`config.mk`:
```
export PLATFORM = sky130hd
export DESIGN_NAME = ethernet_cmd_arbiter
export DESIGN_NICKNAME = d
export VERILOG_FILES = /design/src/rtl/ethernet_cmd_arbiter.sv
export SDC_FILE = /design/constraint.sdc
export NUM_CORES = 1
export LEC_CHECK = 0
export ABC_AREA = 1
export BUFFER_PORTS_ARGS = -buffer_cell sky130_fd_sc_hd__buf_2
export CORE_UTILIZATION = 47
export CTS_BUF_LIST = sky130_fd_sc_hd__clkbuf_8
export DETAILED_ROUTE_END_ITERATION = 7
export HOLD_SLACK_MARGIN = 0.15
export PLACE_DENSITY_LB_ADDON = 0.08
export SYNTH_ARGS = -nofsm -noshare
export SYNTH_HDL_FRONTEND = slang
export SYNTH_SLANG_ARGS = --single-unit
```
`constraint.sdc`:
```
create_clock -name clk_i -period 6.8 [get_ports clk_i]
set_clock_uncertainty 0.05 [all_clocks]
set_input_delay 1.36 -clock clk_i [delete_from_list [all_inputs] [get_ports clk_i]]
set_output_delay 1.36 -clock clk_i [all_outputs]
set_load 0.01 [all_outputs]
```
`src/rtl/ethernet_cmd_arbiter.sv`:
```
// Two-requester round-robin front end for the Ethernet controller register port.
// One access in flight; write acks generated locally, reads wait for data or time out.
module ethernet_cmd_arbiter #(
  parameter int unsigned data_width_p = 32,
  parameter int unsigned addr_width_p = 32,
  parameter int unsigned size_width_p = 2,
  parameter int unsigned timeout_p    = 16,
  parameter logic [data_width_p-1:0] err_data_p = 32'hDEAD_BEEF
) (
  input  logic                          clk_i,
  input  logic                          reset_i,
  input  logic [1:0]                    req_v_i,
  output logic [1:0]                    req_ready_and_o,
  input  logic [1:0][addr_width_p-1:0]  req_addr_i,
  input  logic [1:0]                    req_wr_en_i,
  input  logic [1:0][size_width_p-1:0]  req_size_i,
  input  logic [1:0][data_width_p-1:0]  req_wdata_i,
  output logic [1:0]                    resp_v_o,
  input  logic [1:0]                    resp_ready_and_i,
  output logic [data_width_p-1:0]       resp_rdata_o,
  output logic                          resp_err_o,
  output logic [addr_width_p-1:0]       addr_o,
  output logic                          write_en_o,
  output logic                          read_en_o,
  output logic [size_width_p-1:0]       op_size_o,
  output logic [data_width_p-1:0]       write_data_o,
  input  logic [data_width_p-1:0]       read_data_i,
  input  logic                          read_data_v_i
);

  localparam int unsigned cnt_w_lp = $clog2(timeout_p) + 1;
  localparam logic [cnt_w_lp-1:0] cnt_last_lp = cnt_w_lp'(timeout_p - 1);

  typedef enum logic [1:0] {IDLE, ISSUE, WAIT, RESP} state_e;

  typedef struct packed {
    logic [addr_width_p-1:0] addr;
    logic                    wr;
    logic [size_width_p-1:0] size;
    logic [data_width_p-1:0] wdata;
  } cmd_t;

  state_e                  state_r;
  cmd_t                    cmd_r;
  logic                    owner_r;
  logic                    last_grant_r;
  logic [cnt_w_lp-1:0]     cnt_r;
  logic [data_width_p-1:0] resp_data_r;
  logic                    resp_err_r;
  logic [1:0]              resp_v_r;
  logic                    grant;
  logic                    hs;

  // Tie goes to whoever did not win last; a lone requester always wins.
  always_comb begin
    grant = 1'b0;
    case (req_v_i)
      2'b01:   grant = 1'b0;
      2'b10:   grant = 1'b1;
      2'b11:   grant = ~last_grant_r;
      default: grant = 1'b0;
    endcase
  end

  assign req_ready_and_o = (state_r == IDLE && !reset_i && req_v_i != 2'b00)
                         ? (grant ? 2'b10 : 2'b01) : 2'b00;
  assign hs = |(req_ready_and_o & req_v_i);

  always_ff @(posedge clk_i or posedge reset_i) begin
    if (reset_i) begin
      state_r      <= IDLE;
      cmd_r        <= '0;
      owner_r      <= 1'b0;
      last_grant_r <= 1'b1;
      cnt_r        <= '0;
      resp_data_r  <= '0;
      resp_err_r   <= 1'b0;
      resp_v_r     <= 2'b00;
      write_en_o   <= 1'b0;
      read_en_o    <= 1'b0;
    end else begin
      write_en_o <= 1'b0;
      read_en_o  <= 1'b0;
      case (state_r)
        IDLE: if (hs) begin
          cmd_r.addr  <= req_addr_i[grant];
          cmd_r.wr    <= req_wr_en_i[grant];
          cmd_r.size  <= req_size_i[grant];
          cmd_r.wdata <= req_wdata_i[grant];
          owner_r     <= grant;
          // Strobe is registered so it lands in the ISSUE cycle.
          write_en_o  <= req_wr_en_i[grant];
          read_en_o   <= ~req_wr_en_i[grant];
          state_r     <= ISSUE;
        end
        ISSUE: begin
          if (cmd_r.wr) begin
            resp_data_r <= '0;
            resp_err_r  <= 1'b0;
            resp_v_r    <= owner_r ? 2'b10 : 2'b01;
            state_r     <= RESP;
          end else begin
            cnt_r   <= '0;
            state_r <= WAIT;
          end
        end
        WAIT: begin
          cnt_r <= cnt_r + 1'b1;
          if (read_data_v_i) begin
            resp_data_r <= read_data_i;
            resp_err_r  <= 1'b0;
            resp_v_r    <= owner_r ? 2'b10 : 2'b01;
            state_r     <= RESP;
          end else if (cnt_r == cnt_last_lp) begin
            resp_data_r <= err_data_p;
            resp_err_r  <= 1'b1;
            resp_v_r    <= owner_r ? 2'b10 : 2'b01;
            state_r     <= RESP;
          end
        end
        RESP: if (resp_ready_and_i[owner_r]) begin
          resp_v_r     <= 2'b00;
          last_grant_r <= owner_r;
          state_r      <= IDLE;
        end
        default: state_r <= IDLE;
      endcase
    end
  end

  assign resp_v_o     = resp_v_r;
  assign resp_rdata_o = resp_data_r;
  assign resp_err_o   = resp_err_r;
  assign addr_o       = cmd_r.addr;
  assign op_size_o    = cmd_r.size;
  assign write_data_o = cmd_r.wdata;

endmodule
```
==> summary.md <==
| Metric | Value |
|---|---|
| Cell area after synthesis | `0.00548 mm2` |
| Total CTS buffers | `17` |
| Synth unique cells | `21` |
| Initial core utilization | `0.482` |
| DIE AREA | `0.0121 mm2` |
| Worst Setup Path Type | `primary input to output pin` |
| Hold Vio Cnt, Final | `0` |
| Vias in the first global route | `4483` |
| Met2 usage | `0.366` |
| DR vias | `4915` |
| TNS Setup | `0 ps` |
| Non-Filler Instances | `1023` |
| Power per cell area | `448 mW/mm2` |
| Ys async rst share | `1.00` |
| F_max | `232 MHz` |
| Final wirelength | `13900 um` |
| Total track usage | `0.230` |
| Dpl hpwl | `9860 um` |
| Hold WC Path Type | `flop to flop` |
| Io pins | `278` |
| # diodes | `0` |
| Setup WS post-layout | `2480 ps` |
| Global routing usage on met3 | `0.0652` |
| Syn Nets | `846` |
| Max-cap violations | `0` |
| Setup crit start kind | `primary input` |
| CTS tree | `built` |
| GPL Wtd Cong | `0.812` |
| RSZ-0062 raised after global routing | `false` |
| Worst vdd ir | `0.000199 V` |
| Status | `complete, no violations` |
| Pre-CTS WS | `2410 ps` |
| Relative slew slack | `0.229` |
| Clk slew on worst S/H paths | `60 ps` |
| Seq cells post-synth | `113` |
| Commonest non-fill, non-tap cell in the layout | `buf_2` |
| Post-DRT Antenna Nets | `0` |
| Cts hold-fix bufs | `0` |
| FP Rows | `39` |
| Clock Sink Count | `113` |
| Mean post-synth cell area | `8.22 um2` |
| CP Capture Type | `output pin` |
| Crit path DAT | `2910 ps` |
| DIE WIDTH | `110 um` |
| 1st-pass router iterations | `4` |
| CTS root buffer | `clkbuf_8` |
| Critical Path Fanout Max | `73` |
| Yosys warnings | `0` |
| Placed Cells | `993` |
| Number of flops mapped to enable cells by yosys | `0` |
| Worst EP required | `5390 ps` |
| Largest net degree at the start of global routing | `92` |
| DRT iter0 DRCs | `351` |
| H-tree depth | `4` |
| Total global routing overflow | `0` |
| Register area | `0.00283 mm2` |
| Syn Inst Count | `666` |
| Most frequent cells in the layout | `buf_2, nand2_1, dfrtp_1` |
| Post-CTS setup buffer count | `0` |
| Max Slew Vio Count | `0` |
| Top Usage Layer GRT | `met2` |
| I/O Buffers | `277` |
| Share of layout cells above drive strength 1 | `0.357` |
| Die Ht | `110 um` |
| Filler cell count | `1057` |
| Vias per inst | `4.80` |
| DRC Markers | `0` |
| Core ar. | `0.0114 mm2` |
| GR met1 Demand/Resource | `0.286` |
| Area of the multi-input gates | `0.00190 mm2` |
| Main synth FF type | `dfrtp_1` |
| Post_cts resized | `0` |
| Initial antenna violation count | `0` |
| CTS Buffer Depth | `2` |
| Register area share after synthesis | `0.516` |
| Worst-margin pin slew | `1160 ps` |
| Layout area overhead | `24.3%` |
| Final nets | `1049` |
| Wire per inst | `13.6 um` |
| Setup violations, final | `0` |
| Pleak | `3.75 nW` |
| Min cycle time layout | `4320 ps` |
| Clk_lat worst skew | `430 ps` |
| Tcrit/Tclk final | `0.635` |
| First-pass GRT wire length | `21100 um` |
logic make-up after synthesis:
group | after synthesis | share of synthesized area
simple gates | 382 | 0.285
buf+inv | 117 | 0.139
flops | 113 | 0.516
compound gates | 47 | 0.0439
fa+ha+maj | 7 | 0.0160
cell type report:
type	instances	share of cell area
Sequential cell	113	0.415
Multi-Input combinational cell	436	0.279
Inverter	21	0.0119
Clock buffer	22	0.0445
Timing Repair Buffer	280	0.207
Tap cell	143	0.0263
Clock inverter	8	0.0163
critical path, cell delays in order:
cell and delay, ps:
buf_2 120, inv_4 240, nand3_4 680, nor2_4 310, buf_2 170
through the flow:
| step | utilization | area (um2) | hold slack [ps] | power [W] |
|---|---|---|---|---|
| 2_1_floorplan | - | 5480 | 416 | 0.00218 |
| 3_3_place_gp | 0.563 | 6400 | 415 | 0.00237 |
| 3_5_place_dp | 0.563 | 6400 | 421 | 0.00241 |
| 4_1_cts | 0.599 | 6810 | 438 | 0.00309 |
| 5_1_grt | 0.599 | 6810 | 456 | 0.00330 |
| 6_report | 0.599 | 6810 | 432 | 0.00305 |
sequential cells by signal (all words and copies together), names as in the netlist:
register      flops
read_en_o         1
cmd_r             1
addr_o           32
owner_r           1
resp_err_o        1
last_grant_r      1
cnt_r             5
op_size_o         2
write_data_o     32
resp_rdata_o     32
resp_v_o          2
state_r           2
write_en_o        1
synthesized netlist by cell type (2+ instances only):
library cell,number,share of area
inv_1,20,0.014
buf_6,5,0.010
nor2_1,33,0.023
nand3_1,75,0.069
o21ai_0,16,0.015
dfrtp_1,112,0.51
buf_4,73,0.10
nand4_1,2,0.0023
nand2_1,267,0.18
clkbuf_1,11,0.0075
buf_2,7,0.0064
ha_1,7,0.016
nor2_2,2,0.0023
o22ai_1,2,0.0023
a21oi_1,28,0.026
routing by layer:
layer  wire (um)  part of all wire
met1        5740              0.41
met2        6710              0.48
met3        1010             0.073
met4         418             0.030
met5           0                 0
power breakdown:
part | internal, W | leakage [nW] | switching (W)
combinational | 0.000485 | 2.12 | 0.000748
clock | 0.000402 | 0.224 | 0.000258
sequential | 0.000990 | 1.41 | 0.000168
final timing paths:
| path | from | endpoint | slack (ps) | depth (start not counted) |
|---|---|---|---|---|
| max | reset_i | req_ready_and_o[1] | 2480 | 5 |
| min | resp_rdata_o[29] | resp_rdata_o[29] | 430 | 2 |
| max reg2reg | state_r[0] | resp_rdata_o[5] | 3670 | 7 |
| min reg2reg | resp_rdata_o[29] | resp_rdata_o[29] | 430 | 2 |
| max in group asynchronous | reset_i | addr_o[18] | 4380 | 3 |
| min in group asynchronous | reset_i | addr_o[24] | 850 | 2 |
Note: power is estimated with default switching activity, not from simulation.
